[src/rtl/clk_div_pkg.sv]
// Shared definitions for the multi-channel clock divider.
//
// Contents:
//   DIV_W_DEFAULT - default divisor / counter width
//   div_word_t    - divisor word at the default width
//   ch_idx_width  - width of a channel index for n channels, at least 1 bit
package clk_div_pkg;

    localparam int DIV_W_DEFAULT = 32;

    typedef logic [DIV_W_DEFAULT-1:0] div_word_t;

    // A single channel still needs a 1-bit index port, so the width is never 0.
    function automatic int ch_idx_width(input int n);
        return (n <= 2) ? 1 : $clog2(n);
    endfunction

endpackage

[src/rtl/clk_div_channel.sv]
// One divider channel. It holds the running counter, the active divisor and
// one staged (pending) divisor.
//
// Ports:
//   i_clk       system clock, rising edge
//   i_rst_n     asynchronous active-low reset
//   i_en        run enable, level-sensitive
//   i_restart   one-cycle pulse that phase-aligns the channel
//   i_load_stb  accepted load for this channel (the top has already qualified it)
//   i_load_div  divisor M to stage; the half-period is M+1 cycles
//   o_clk_out   divided square wave, registered
//   o_tick      one-cycle pulse on each terminal count, registered
//   o_pend      a staged divisor is waiting to be applied
module clk_div_channel
    import clk_div_pkg::*;
#(
    parameter int               DIV_W     = DIV_W_DEFAULT,
    parameter logic [DIV_W-1:0] RESET_DIV = '0
) (
    input  logic             i_clk,
    input  logic             i_rst_n,
    input  logic             i_en,
    input  logic             i_restart,
    input  logic             i_load_stb,
    input  logic [DIV_W-1:0] i_load_div,
    output logic             o_clk_out,
    output logic             o_tick,
    output logic             o_pend
);

    logic [DIV_W-1:0] r_cnt;
    logic [DIV_W-1:0] r_div_active;
    logic [DIV_W-1:0] r_div_pend;
    logic             r_pend;
    logic             r_clk_out;
    logic             r_tick;

    logic w_hold;
    logic w_terminal;

    // Restart wins over enable and over the terminal count.
    assign w_hold     = i_restart | ~i_en;
    assign w_terminal = (r_cnt == r_div_active);

    // r_div_active changes only while the counter is being forced to 0
    // (hold or terminal). So r_cnt never passes r_div_active and the
    // increment cannot wrap.
    always_ff @(posedge i_clk or negedge i_rst_n) begin
        if (!i_rst_n) begin
            r_cnt        <= '0;
            r_div_active <= RESET_DIV;
            r_div_pend   <= '0;
            r_pend       <= 1'b0;
            r_clk_out    <= 1'b0;
            r_tick       <= 1'b0;
        end else begin
            if (w_hold) begin
                r_cnt     <= '0;
                r_clk_out <= 1'b0;
                r_tick    <= 1'b0;
                if (r_pend) begin
                    r_div_active <= r_div_pend;
                end
            end else if (w_terminal) begin
                r_cnt     <= '0;
                r_clk_out <= ~r_clk_out;
                r_tick    <= 1'b1;
                if (r_pend) begin
                    r_div_active <= r_div_pend;
                end
            end else begin
                r_cnt  <= r_cnt + DIV_W'(1);
                r_tick <= 1'b0;
            end

            // A load is accepted only while r_pend is clear, so it never
            // competes with an apply in the same cycle. A value accepted on a
            // terminal cycle therefore waits for the following terminal.
            if (i_load_stb) begin
                r_div_pend <= i_load_div;
                r_pend     <= 1'b1;
            end else if (w_hold || w_terminal) begin
                r_pend <= 1'b0;
            end
        end
    end

    assign o_clk_out = r_clk_out;
    assign o_tick    = r_tick;
    assign o_pend    = r_pend;

endmodule

[src/rtl/multi_clk_divider.sv]
// Multi-channel programmable clock divider and clock-enable generator.
// Each channel drives a 50% duty square wave with period 2*(M+1) and a
// one-cycle tick on each terminal count. A new divisor is staged and takes
// effect at the channel's next terminal count, so no output shows a runt
// period.
//
// Ports:
//   CLOCK       system clock, rising edge
//   RESET_N     asynchronous active-low reset
//   ch_en       per-channel run enable
//   restart     one-cycle pulse; zeroes every channel and applies staged divisors
//   load_valid  divisor load request
//   load_ch     target channel of the load
//   load_div    new divisor M
//   load_ready  channel can accept a load
//   clk_out     divided square wave per channel
//   tick        terminal-count pulse per channel
//   pending     a divisor is staged per channel
//
// Load handshake: a transfer happens on the rising edge where
// load_valid && load_ready. load_ready is combinational from the selected
// channel's pending flag and load_ch. It is low for a busy channel and for
// load_ch >= NUM_CH. The requester holds load_valid, load_ch and load_div
// stable until the transfer completes. A request made while load_ready is
// low is simply not taken.
module multi_clk_divider
    import clk_div_pkg::*;
#(
    parameter int        NUM_CH      = 4,
    parameter int        DIV_W       = DIV_W_DEFAULT,
    parameter div_word_t DEFAULT_DIV = '0,
    localparam int       CH_W        = ch_idx_width(NUM_CH)
) (
    input  logic              CLOCK,
    input  logic              RESET_N,
    input  logic [NUM_CH-1:0] ch_en,
    input  logic              restart,
    input  logic              load_valid,
    input  logic [CH_W-1:0]   load_ch,
    input  logic [DIV_W-1:0]  load_div,
    output logic              load_ready,
    output logic [NUM_CH-1:0] clk_out,
    output logic [NUM_CH-1:0] tick,
    output logic [NUM_CH-1:0] pending
);

    logic [NUM_CH-1:0] w_sel;
    logic [NUM_CH-1:0] w_pend;
    logic [NUM_CH-1:0] w_stb;

    // One-hot decode of load_ch. An index with no channel selects nothing,
    // so load_ready stays low and the request is dropped.
    for (genvar g = 0; g < NUM_CH; g++) begin : g_ch
        assign w_sel[g] = (load_ch == CH_W'(g));
        assign w_stb[g] = load_valid & w_sel[g] & ~w_pend[g];

        clk_div_channel #(
            .DIV_W     (DIV_W),
            .RESET_DIV (DIV_W'(DEFAULT_DIV))
        ) u_ch (
            .i_clk      (CLOCK),
            .i_rst_n    (RESET_N),
            .i_en       (ch_en[g]),
            .i_restart  (restart),
            .i_load_stb (w_stb[g]),
            .i_load_div (load_div),
            .o_clk_out  (clk_out[g]),
            .o_tick     (tick[g]),
            .o_pend     (w_pend[g])
        );
    end

    assign load_ready = |(w_sel & ~w_pend);
    assign pending    = w_pend;

endmodule
[config.mk]
export PLATFORM = sky130hd
export DESIGN_NAME = multi_clk_divider
export DESIGN_NICKNAME = d
export VERILOG_FILES = /design/src/rtl/clk_div_pkg.sv /design/src/rtl/clk_div_channel.sv /design/src/rtl/multi_clk_divider.sv
export SDC_FILE = /design/constraint.sdc
export NUM_CORES = 1
export LEC_CHECK = 0
export ABC_AREA = 1
export BUFFER_PORTS_ARGS = -buffer_cell sky130_fd_sc_hd__buf_2
export CAP_MARGIN = 20
export CORE_ASPECT_RATIO = 0.9
export CORE_MARGIN = 5
export CORE_UTILIZATION = 30
export CTS_CLUSTER_DIAMETER = 150
export DETAILED_ROUTE_END_ITERATION = 7
export PLACE_DENSITY = 0.53
export SLEW_MARGIN = 30
export SYNTH_ARGS = -nofsm -noshare
export SYNTH_HDL_FRONTEND = slang
export SYNTH_SLANG_ARGS = --single-unit
[constraint.sdc]
create_clock -name CLOCK -period 3.7 [get_ports CLOCK]
set_input_delay 0.74 -clock CLOCK [delete_from_list [all_inputs] [get_ports CLOCK]]
set_output_delay 0.74 -clock CLOCK [all_outputs]
set_load 0.01 [all_outputs]
# == Word level (Yosys, flattened, before mapping) ==
# Cells that the tools add are included.
# totals
ff_bits,396
in_bits,42
output_inout_bits,13
elab_cells,119
# classes
n_addsub,4
eq_ne,7
n_mux,44
bitwise,26
n_reduce_logical,14
# ops
cell,n
32-bit two-way mux,20
32-bit by 1-bit adder with 32-bit output (second input constant),4
32-bit equality test,4
1-bit two-way mux,24
2-bit nonzero test,8
1-bit NOT,12
1-bit bitwise AND,8
4-bit bitwise AND,1
2-bit equality test (second input constant),2
1-bit logical OR,4
4-bit NOT,1
1-bit OR,4
4-bit OR reduction,1
2-bit by 1-bit equality test with 1-bit output (second input constant),1
2-bit zero test,1

# == Longest topological paths before layout ==
# Gate-level depths: netlist of run 1.
# depth
depth_word,5
mapped_depth,14
mapped_depth_nobuf,12

# == Hierarchy ==
# From an unflattened synthesis of run 1, not the netlist that was laid out.
# unflattened
cells_unflattened,2451
hier_area_um2,19277.2
# by_module_without_submodules
module,instances,cells_per_inst,area_each_um2,seq_area_each_um2
clk_div_channel,4,608,4800.9,2477.4
multi_clk_divider,1,19,73.8,0.0

# == Worst setup path before layout of run 1 ==
# No wires, ideal clock.
# synth_path
path_type,input-to-output
from,input port load_ch[1]
to,output port load_ready
t_arrival_ps,1130
required_ps,2960
path_slack_ps,1830
path_stages,4
path_buffers,0
cell_sequence,inv_1 nor3_1 inv_1 nand4_1
# synth_via
elab_chain_cells,3
word_cells_on_any_way,6
classes_between,eq/ne (3); bitwise (1); reduce/logical (2)
# synth_lines
item,line,source
start: declaration,multi_clk_divider.sv:39,"input logic [CH_W-1:0] load_ch,"
"2-bit by 1-bit equality test with 1-bit output, or another cell as far along",multi_clk_divider.sv:54,assign w_sel[g] = (load_ch == CH_W'(g));
4-bit bitwise AND *,multi_clk_divider.sv:73,assign load_ready = |(w_sel & ~w_pend);
4-bit OR reduction *,multi_clk_divider.sv:73,
end: declaration,multi_clk_divider.sv:41,"output logic load_ready,"
# Every way passes the cells marked *; elsewhere a longest branch is shown, timed or not.

# == Final worst setup path of run 1 ==
# layout_path
from,register g_ch[3].u_ch.r_pend
to,output port load_ready
# layout_via
elab_chain_cells,3
# layout_lines
item,line,source
start: declaration,clk_div_channel.sv:34,logic r_pend;
start signal: assignment,clk_div_channel.sv:53,r_pend <= 1'b0;
start signal: assignment,clk_div_channel.sv:81,r_pend <= 1'b1;
start signal: assignment,clk_div_channel.sv:83,r_pend <= 1'b0;
4-bit NOT,multi_clk_divider.sv:73,
4-bit bitwise AND,multi_clk_divider.sv:73,
4-bit OR reduction,multi_clk_divider.sv:73,
# Every way passes these cells.

==> flow_metrics.env, run 1 <==
export IMPL_clk_path_buf_depth=3
export IMPL_met1_usage=0.205
export IMPL_synth_xor_area_frac=0.0754
export IMPL_grt_usage=0.140
export IMPL_first_global_vias=14800
export IMPL_via_per_inst=4.54
export IMPL_path_clk_slew_ps=60
export IMPL_wl_per_cell_um=15.0
export IMPL_status="completed"
export IMPL_hold_viol_final=0
export IMPL_muxShareOfSynthArea=0
export IMPL_crit_required_ps=2960
export IMPL_final_nets=2408
export IMPL_syn_area_per_cell_um2=8.21
export IMPL_maxSlewHeadroom=0.466
export IMPL_die_area_mm2=0.0694
export IMPL_grt_pass1_wl_mm=79.7
export IMPL_fillers=6733
export IMPL_area_delta_synth_final_pct=12.9
export IMPL_fmax_mhz=385
export IMPL_synth_top_family_by_area="simple AND/OR/NAND/NOR gates"
export IMPL_tightest_slew_ps=801
export IMPL_power_density_mw_per_mm2=540
export IMPL_synth_top_area_frac=0.514
export IMPL_drv_slew=0
export IMPL_yosys_area_share_adder=0.00260
export IMPL_rsz0062_at_grt="no"
export IMPL_synth_cell_type_count=39
export IMPL_grt_overflow_total=0
export IMPL_root_buffer="clkbuf_16"
export IMPL_crit_arrival_ps=1860
export IMPL_p_leak_nw=10.1
export IMPL_io_pins=55
export IMPL_power_internal_mw=8.56
export IMPL_yosys_area_share_simple=0.298
export IMPL_hold_class="in -> async"
export IMPL_fin_skew_ps=15.0
export IMPL_synth_area_mm2=0.0193
export IMPL_gp_congestion=0.841
export IMPL_insertion_delay_ps=560
export IMPL_cts_buffers=42
export IMPL_antenna_left=0
export IMPL_design_area_mm2=0.0218
export IMPL_r2r_slack_ps=1120
export IMPL_ys_top_cells_by_count="740 x nand2_1, 396 x dfrtp_1, 257 x nor2_1, 184 x nand3_1, 182 x inv_1"
export IMPL_port_buffers=54
export IMPL_die_y_um=250
export IMPL_multi_input_area_mm2=0.00806
export IMPL_area_sequential_mm2=0.00991
export IMPL_cp_end_kind="primary output"
export IMPL_cts_tree="done"
export IMPL_vdd_ir_drop_max_mv=0.304
export IMPL_p_clk_frac=0.398
export IMPL_synth_edf_count=0
export IMPL_cts_htree_levels=2
export IMPL_fin_crit_sh=0.701
export IMPL_swShare=0.271
export IMPL_first_iter_violations=975
export IMPL_period_needed_ps=2600
export IMPL_route_detailed_drc=0
export IMPL_cts_sinks=396
export IMPL_synthMostInstantiatedCell="nand2_1"
export IMPL_power_frac_seq=0.468
export IMPL_initial_core_util=0.302
export IMPL_setup_violations_final=0
export IMPL_fin_tns_setup_ps=0
export IMPL_ys_seq_area_frac=0.514
export IMPL_die_w_um=277
export IMPL_hpwlAfterDp_mm=34.8
export IMPL_post_cts_buffers=0
export IMPL_start_kind="register"
export IMPL_synthesis_nets=2393
export IMPL_row_count=88
export IMPL_ys_async_sr_fraction=1.00
export IMPL_grt_start_max_net_pins=94
export IMPL_via_count=14800
export IMPL_path_class="reg -> out"
export IMPL_p_comb_frac=0.134
export IMPL_dr_pass1_iters=5
export IMPL_drive_above_1_share=0.0882
export IMPL_synth_area_leaders="dfrtp_1 51%, nand2_1 14%, nor2_1 5.0%, xnor2_1 4.9%, nand3_1 4.8%"
export IMPL_synthCells=2347
export IMPL_synth_compound_area_share=0.0413
export IMPL_ctsResizeCount=0
export IMPL_wl_mm=48.9
export IMPL_p_switching_mw=3.19
export IMPL_drv_cap=0
export IMPL_ys_flop_type="dfrtp_1"
export IMPL_yosysTopAreaCell="dfrtp_1"
export IMPL_met2_usage=0.210
export IMPL_grt_use_met3=0.0330
export IMPL_place_area_mm2=0.0202
export IMPL_ys_ff_latch=396
export IMPL_cts_hold_buf=0
export IMPL_core_mm2=0.0639
export IMPL_synth_yosys_warnings=0
export IMPL_antenna_found_initial=2
export IMPL_top_usage_layer="met2"
export IMPL_path_max_fanout=2
==> registers in the layout, summed over array words and instances (netlist names) <==
name / flops
g_ch.u_ch.r_cnt: 128
g_ch.u_ch.r_div_pend: 128
g_ch.u_ch.o_tick: 4
g_ch.u_ch.o_pend: 4
g_ch.u_ch.r_div_active: 128
g_ch.u_ch.o_clk_out: 4
==> stage by stage <==
stage / utilization / hold slack [ps] / power (mW) / setup slack (ps) / std cells
after floorplan: - / 444 / 6.66 / 1830 / 2347
after global placement: 0.316 / 469 / 7.12 / 821 / 3173
after detailed placement: 0.316 / 473 / 7.17 / 824 / 3173
after CTS: 0.341 / 235 / 11.9 / 1110 / 3248
after global routing: 0.341 / 273 / 12.4 / 848 / 3248
final: 0.341 / 227 / 11.7 / 1100 / 3253
==> metal layers <==
metal,routed length (um),up-vias
met4,1040,0
met3,3390,71
met1,23800,6997
li1,-,7408
met2,20700,292
met5,0,-
==> path summary, 6_finish.rpt <==
| kind | start | end | depth (start not counted) |
|---|---|---|---|
| max | g_ch[3].u_ch.o_pend$_DFFE_PN0P_ | load_ready | 4 |
| min | RESET_N | g_ch[2].u_ch.r_cnt[25]$_DFF_PN0_ | 1 |
| max reg2reg | g_ch[1].u_ch.r_cnt[20]$_DFF_PN0_ | g_ch[1].u_ch.r_div_active[1]$_DFFE_PN0P_ | 12 |
| min reg2reg | g_ch[1].u_ch.r_div_pend[2]$_DFFE_PN0P_ | g_ch[1].u_ch.r_div_pend[2]$_DFFE_PN0P_ | 2 |
| max in group asynchronous | RESET_N | g_ch[2].u_ch.r_div_active[8]$_DFFE_PN0P_ | 2 |
| min in group CLOCK | g_ch[1].u_ch.r_div_pend[2]$_DFFE_PN0P_ | g_ch[1].u_ch.r_div_pend[2]$_DFFE_PN0P_ | 2 |
==> area by class of cell <==
cell class                 count  area share
clock inverter                15      0.0120
tap                          855      0.0492
sequential                   396       0.455
antenna                        5    0.000575
inverter                     193      0.0333
clock buffer                  60      0.0589
multi-input combinational   1661       0.370
timing repair buffer          68      0.0206
==> critical path, cell delays in order, from the launching register on <==
cell and delay, ps:
dfrtp_1 520, nor3_1 450, inv_1 70, nand4_1 100
buf_2 140
==> logic make-up after synthesis <==
kind of cell    count (synthesis)
compound gates                156
xor+xnor                      166
fa+ha+maj                       4
buf+inv                       290
flops                         396
simple gates                 1335
==> power by group through the flow <==
stage | Clock [mW] | Sequential [mW] | Combinational (mW)
2_1_floorplan | 0 | 5.42 | 1.24
3_3_place_gp | 0 | 5.58 | 1.54
3_5_place_dp | 0 | 5.58 | 1.59
4_1_cts | 4.82 | 5.51 | 1.60
5_1_grt | 5.00 | 5.58 | 1.86
6_report | 4.68 | 5.50 | 1.57
==> layout by cell type, fill, tap and decap left out, types with 11 or more instances in the layout <==
master	count
nand2_1	739
dfrtp_1	396
nor2_1	257
inv_1	182
nand3_1	181
o21ai_0	137
xnor2_1	107
nor3_1	60
xor2_1	59
buf_2	53
clkbuf_16	45
nand4_1	22
nor2_2	16
inv_2	11
nand2_4	11
nor3_2	11
Power figures use the tool's default switching activity.
==> run 2, diff against run 1 <==
--- a/config.mk
+++ b/config.mk
@@ -5,7 +5,7 @@
 export SDC_FILE = /design/constraint.sdc
 export NUM_CORES = 1
 export LEC_CHECK = 0
-export ABC_AREA = 1
+export ABC_AREA = 0
 export BUFFER_PORTS_ARGS = -buffer_cell sky130_fd_sc_hd__buf_2
 export CAP_MARGIN = 20
 export CORE_ASPECT_RATIO = 0.9
==> constraint.sdc (replaced) <==
create_clock -name CLOCK -period 2.6 [get_ports CLOCK]
set_input_delay 0.52 -clock CLOCK [delete_from_list [all_inputs] [get_ports CLOCK]]
set_output_delay 0.52 -clock CLOCK [all_outputs]
set_load 0.01 [all_outputs]
==> flow_metrics.env, run 2 <==
export IMPL_status="completed"
export IMPL_min_from="ch_en[1]"
export IMPL_via_count=14200
export IMPL_holdPathEnd="g_ch[1].u_ch.o_clk_out$_DFFE_PN0P_"
export IMPL_row_count=88
export IMPL_path_max_fanout=16
export IMPL_first_iter_violations=1220
export IMPL_maxSlewHeadroom=0.534
export IMPL_fin_crit_sh=0.938
export IMPL_ys_async_sr_fraction=1.00
export IMPL_core_mm2=0.0639
export IMPL_reg2reg_from="g_ch[1].u_ch.r_cnt[14]$_DFF_PN0_"
export IMPL_synth_top_area_frac=0.514
export IMPL_max_stage_delay_ps=600
export IMPL_root_buffer="clkbuf_16"
export IMPL_crit_arrival_ps=1920
export IMPL_fin_skew_ps=11.5
export IMPL_setup_violations_final=0
export IMPL_hold_viol_final=0
export IMPL_cp_end_kind="primary output"
export IMPL_synth_area_leaders="dfrtp_1 51%, o211ai_1 10%, xor2_1 8.5%, mux2_2 7.5%, nand2_1 5.7%"
export IMPL_reg_largest_list="g_ch.u_ch.r_cnt: 128 flops, g_ch.u_ch.r_div_active: 128 flops, g_ch.u_ch.r_div_pend: 128 flops"
export IMPL_path_delay_family="multiplexers"
export IMPL_post_cts_buffers=0
export IMPL_p_leak_nw=8.95
export IMPL_yosysTopAreaCell="dfrtp_1"
export IMPL_fmax_mhz=410
export IMPL_hold_depth=3
export IMPL_timing_rr_end="g_ch[1].u_ch.o_clk_out$_DFFE_PN0P_"
export IMPL_grt_usage=0.148
export IMPL_wl_mm=52.4
export IMPL_grt_overflow_total=0
export IMPL_antenna_left=0
export IMPL_grt_pass1_wl_mm=83.5
export IMPL_synth_yosys_warnings=0
export IMPL_dr_pass1_iters=5
export IMPL_start_kind="register"
export IMPL_io_pins=55
export IMPL_cts_buffers=43
export IMPL_path_class="reg -> out"
export IMPL_route_detailed_drc=0
export IMPL_antenna_found_initial=12
export IMPL_slowest_stage="mux4_2"
export IMPL_port_buffers=54
export IMPL_synth_edf_count=0
export IMPL_cts_tree="done"
export IMPL_die_y_um=250
export IMPL_gp_congestion=0.806
export IMPL_ys_seq_area_frac=0.514
export IMPL_crit_start="g_ch[2].u_ch.o_pend$_DFFE_PN0P_"
export IMPL_via_per_inst=5.11
export IMPL_synthesis_nets=1912
export IMPL_drv_cap=0
export IMPL_first_global_vias=14300
export IMPL_period_needed_ps=2440
export IMPL_tightest_slew_ps=697
export IMPL_final_common_cell="dfrtp_1"
export IMPL_drv_slew=0
export IMPL_cts_htree_levels=2
export IMPL_r2r_slack_ps=250
export IMPL_mostFrequentLayoutCells="396 x dfrtp_1, 292 x nand2_1, 256 x o211ai_1"
export IMPL_final_nets=1930
export IMPL_wl_per_cell_um=18.9
export IMPL_cts_sinks=396
export IMPL_drive_above_1_share=0.172
export IMPL_ys_flop_type="dfrtp_1"
export IMPL_fin_tns_setup_ps=0
export IMPL_vdd_ir_drop_max_mv=0.488
export IMPL_area_delta_synth_final_pct=14.9
export IMPL_insertion_delay_ps=550
export IMPL_ctsResizeCount=0
export IMPL_grt_start_max_net_pins=58
export IMPL_synth_cell_type_count=38
export IMPL_power_density_mw_per_mm2=760
export IMPL_worst_hold_slack_ps=244
export IMPL_synthCells=1866
export IMPL_ys_top_cells_by_count="396 x dfrtp_1, 292 x nand2_1, 256 x o211ai_1, 187 x xor2_1, 137 x nor2_1"
export IMPL_rsz0062_at_grt="no"
export IMPL_initial_core_util=0.302
export IMPL_reg2regPathDepth=6
export IMPL_ys_ff_latch=396
export IMPL_path_cells="mux4_2, inv_1, buf_2"
export IMPL_hold_class="in -> reg"
export IMPL_synthMostInstantiatedCell="dfrtp_1"
export IMPL_clk_path_buf_depth=3
export IMPL_path_buf_inv=2
export IMPL_syn_area_per_cell_um2=10.3
export IMPL_path_clk_slew_ps=60
export IMPL_crit_required_ps=2080
export IMPL_die_area_mm2=0.0694
export IMPL_hpwlAfterDp_mm=35.8
export IMPL_die_w_um=277
export IMPL_synth_area_mm2=0.0193
export IMPL_cts_hold_buf=1
run 2: cell types whose count changed in the layout (fill, tap and decap cells not counted), moves of 36 or more:
cell and change:
buf_4 +39, inv_1 -167, o211ai_1 +256, nor2_1 -120
xor2_1 +128, xnor2_1 -50, nand3_1 -138, nand2_1 -447
mux2_2 +128, nor4_1 +40, nor3_1 -36, o21ai_0 -129
run 2: how the worst max path moves through the flow:
stage | end | cells after the start
floorplan | g_ch[0].u_ch.r_div_pend[10]$_DFFE_PN0P_ | 4
global placement | g_ch[0].u_ch.o_pend$_DFFE_PN0P_ | 6
detailed placement | g_ch[1].u_ch.o_clk_out$_DFFE_PN0P_ | 6
CTS | load_ready | 3
global route | load_ready | 3
finish | load_ready | 3
run 2: cell type report:
class,count,area [um^2]
flip-flops and latches,396,9910
well taps,855,1070
multi-input cells,1313,8770
clock inverters,12,191
diodes,3,7.51
inverters,19,71.3
repair buffers,111,811
fillers,6438,41700
clock buffers,65,1320
run 2: worst min-delay path, stage by stage:
cell and delay, ps:
buf_2 110, nand2b_1 80, a21oi_1 40
run 2: report_power, final:
group	internal, mW	switching, mW	total, mW
sequential	7.17	0.883	8.05
clock	4.00	2.54	6.54
combinational	1.06	1.18	2.24
run 2: cells by family after synthesis:
kind of cell	synth area share
AO/OA/AOI/OAI	0.108
XOR/XNOR	0.111
adder cells (fa/ha/maj)	0.00260
buffers and inverters	0.0330
flip-flops	0.514
multiplexers	0.0759
AND/OR/NAND/NOR	0.156
run 2: routing by layer:
| metal | track usage | part of all wire |
|---|---|---|
| met1 | 0.226 | 0.50 |
| met2 | 0.218 | 0.43 |
| met3 | 0.0279 | 0.053 |
| met4 | 0.0318 | 0.019 |
| met5 | 0 | 0 |
run 2: per-stage QoR:
stage,util,power (mW),instances,setup slack (ps),area [um^2]
after floorplan,-,9.45,1866,382,19300
after global placement,0.323,10.3,2693,364,20600
after detailed placement,0.323,10.4,2693,305,20600
after CTS,0.347,17.0,2771,135,22100
after global routing,0.347,17.7,2772,56.9,22200
final,0.347,16.8,2774,162,22200
==> run 3, diff against run 2 <==
--- a/config.mk
+++ b/config.mk
@@ -5,7 +5,7 @@
 export SDC_FILE = /design/constraint.sdc
 export NUM_CORES = 1
 export LEC_CHECK = 0
-export ABC_AREA = 0
+export ABC_AREA = 1
 export BUFFER_PORTS_ARGS = -buffer_cell sky130_fd_sc_hd__buf_2
 export CAP_MARGIN = 20
 export CORE_ASPECT_RATIO = 0.9
==> flow_metrics.env, run 3 (synthesis gave the netlist of run 1 again) <==
export IMPL_die_w_um=277
export IMPL_root_buffer="clkbuf_16"
export IMPL_fin_crit_sh=0.883
export IMPL_grt_usage=0.145
export IMPL_cts_buffers=43
export IMPL_tightest_slew_ps=688
export IMPL_path_max_fanout=35
export IMPL_gp_congestion=0.873
export IMPL_post_place_cells=3187
export IMPL_path_clk_slew_ps=60
export IMPL_drive_above_1_share=0.0909
export IMPL_ctsResizeCount=0
export IMPL_worst_hold_slack_ps=244
export IMPL_cts_tree="done"
export IMPL_path_class="reg -> out"
export IMPL_drv_slew=0
export IMPL_vdd_ir_drop_max_mv=0.475
export IMPL_wl_mm=50.4
export IMPL_timing_rr_end="g_ch[2].u_ch.r_cnt[24]$_DFF_PN0_"
export IMPL_via_per_inst=4.59
export IMPL_holdPathEnd="g_ch[1].u_ch.r_cnt[27]$_DFF_PN0_"
export IMPL_final_cells=3265
export IMPL_place_area_mm2=0.0203
export IMPL_grt_overflow_total=0
export IMPL_status="completed"
export IMPL_route_detailed_drc=0
export IMPL_antenna_found_initial=5
export IMPL_drv_cap=0
export IMPL_hold_viol_final=0
export IMPL_fmax_mhz=436
export IMPL_clk_path_buf_depth=3
export IMPL_cts_htree_levels=2
export IMPL_row_count=88
export IMPL_first_global_vias=15000
export IMPL_fin_total_pwr_mw=16.3
export IMPL_antenna_left=0
export IMPL_area_delta_synth_final_pct=12.6
export IMPL_port_buffers=54
export IMPL_initial_core_util=0.302
export IMPL_grt_pass1_wl_mm=82.1
export IMPL_fin_skew_ps=19.7
export IMPL_hpwlAfterDp_mm=36.0
export IMPL_design_area_mm2=0.0217
export IMPL_die_y_um=250
export IMPL_setup_violations_final=0
export IMPL_mostFrequentLayoutCells="739 x nand2_1, 396 x dfrtp_1, 257 x nor2_1"
export IMPL_path_cells="buf_4, buf_2"
export IMPL_cts_sinks=396
export IMPL_r2r_slack_ps=520
export IMPL_reg2reg_from="g_ch[2].u_ch.r_cnt[0]$_DFF_PN0_"
export IMPL_via_count=15000
export IMPL_maxSlewHeadroom=0.541
export IMPL_fin_tns_setup_ps=0
export IMPL_cp_end_kind="primary output"
export IMPL_crit_required_ps=2080
export IMPL_power_density_mw_per_mm2=750
export IMPL_die_area_mm2=0.0694
export IMPL_slowest_stage="dfrtp_1"
export IMPL_crit_arrival_ps=1780
export IMPL_p_leak_nw=10.0
export IMPL_wl_per_cell_um=15.4
export IMPL_final_common_cell="nand2_1"
export IMPL_first_iter_violations=1166
export IMPL_reg2regPathDepth=8
export IMPL_core_mm2=0.0639
export IMPL_io_pins=55
export IMPL_start_kind="register"
export IMPL_dr_pass1_iters=5
export IMPL_period_needed_ps=2300
export IMPL_max_stage_delay_ps=520
export IMPL_min_from="ch_en[1]"
export IMPL_hold_class="in -> reg"
export IMPL_insertion_delay_ps=580
export IMPL_hold_depth=3
export IMPL_rsz0062_at_grt="no"
export IMPL_final_nets=2424
export IMPL_reg_largest_list="g_ch.u_ch.r_cnt: 128 flops, g_ch.u_ch.r_div_active: 128 flops, g_ch.u_ch.r_div_pend: 128 flops"
export IMPL_grt_start_max_net_pins=79
run 3: cell types whose count changed in the layout (fill, tap and decap cells not counted), moves of 16 or more:
cell      before  now
nor3_1        24   60
nor2_2         0   16
nor2_1       137  257
nand4_1       42   22
mux2_2       128    0
buf_4         48   24
nand2_1      292  739
nand3_1       43  181
o21ai_0        8  137
xor2_1       187   59
inv_1         15  182
nor4_1        45    5
o211ai_1     256    0
xnor2_1       57  107
run 3: layout make-up:
cell class,count,area [um^2]
multi-input combinational,1661,8050
inverter,193,724
tap,855,1070
clock inverter,13,166
sequential,396,9910
antenna,2,5.00
clock buffer,62,1230
fill,6788,42200
timing repair buffer,83,551
run 3: how the worst max path moves through the flow:
stage / startpoint / to / slack (ps) / cells after the start
floorplan: g_ch[0].u_ch.r_cnt[0]$_DFF_PN0_ / g_ch[0].u_ch.r_cnt[26]$_DFF_PN0_ / 1030 / 8
global placement: restart / g_ch[3].u_ch.r_div_active[21]$_DFFE_PN0P_ / 520 / 9
detailed placement: restart / g_ch[3].u_ch.r_div_active[21]$_DFFE_PN0P_ / 520 / 9
CTS: g_ch[3].u_ch.o_pend$_DFFE_PN0P_ / pending[3] / 290 / 2
global route: g_ch[3].u_ch.o_pend$_DFFE_PN0P_ / pending[3] / 200 / 2
finish: g_ch[3].u_ch.o_pend$_DFFE_PN0P_ / pending[3] / 300 / 2
run 3: routing by layer:
layer / routed length (um) / global-route usage / share of wire
met1: 24200 / 0.213 / 0.48
met2: 21900 / 0.222 / 0.43
met3: 3290 / 0.0284 / 0.065
met4: 1050 / 0.0373 / 0.021
met5: 0 / 0 / 0
run 3: repair_timing:
action,CTS,global route
endpoints found under the hold margin,68,0
hold buffers,1,0
setup buffers,0,0
setup endpoints to repair,0,0
run 3: metrics by stage:
| stage | utilization | worst slack (ps) |
|---|---|---|
| global placement | 0.318 | 520 |
| detailed placement | 0.318 | 524 |
| floorplan | - | 1030 |
| CTS | 0.340 | 287 |
| finish | 0.340 | 304 |
| global route | 0.340 | 197 |
run 3: power by group:
part           internal, mW  total, mW  switching, mW
Clock                  3.58       6.18           2.59
Sequential             7.12       7.84          0.718
Combinational         0.953       2.26           1.31
Total                  11.7       16.3           4.62
run 3: critical path, delay by kind of cell (launching register included):
kind                   cells  cell delay, ps
DFF                        1             520
buffers and inverters      2             650
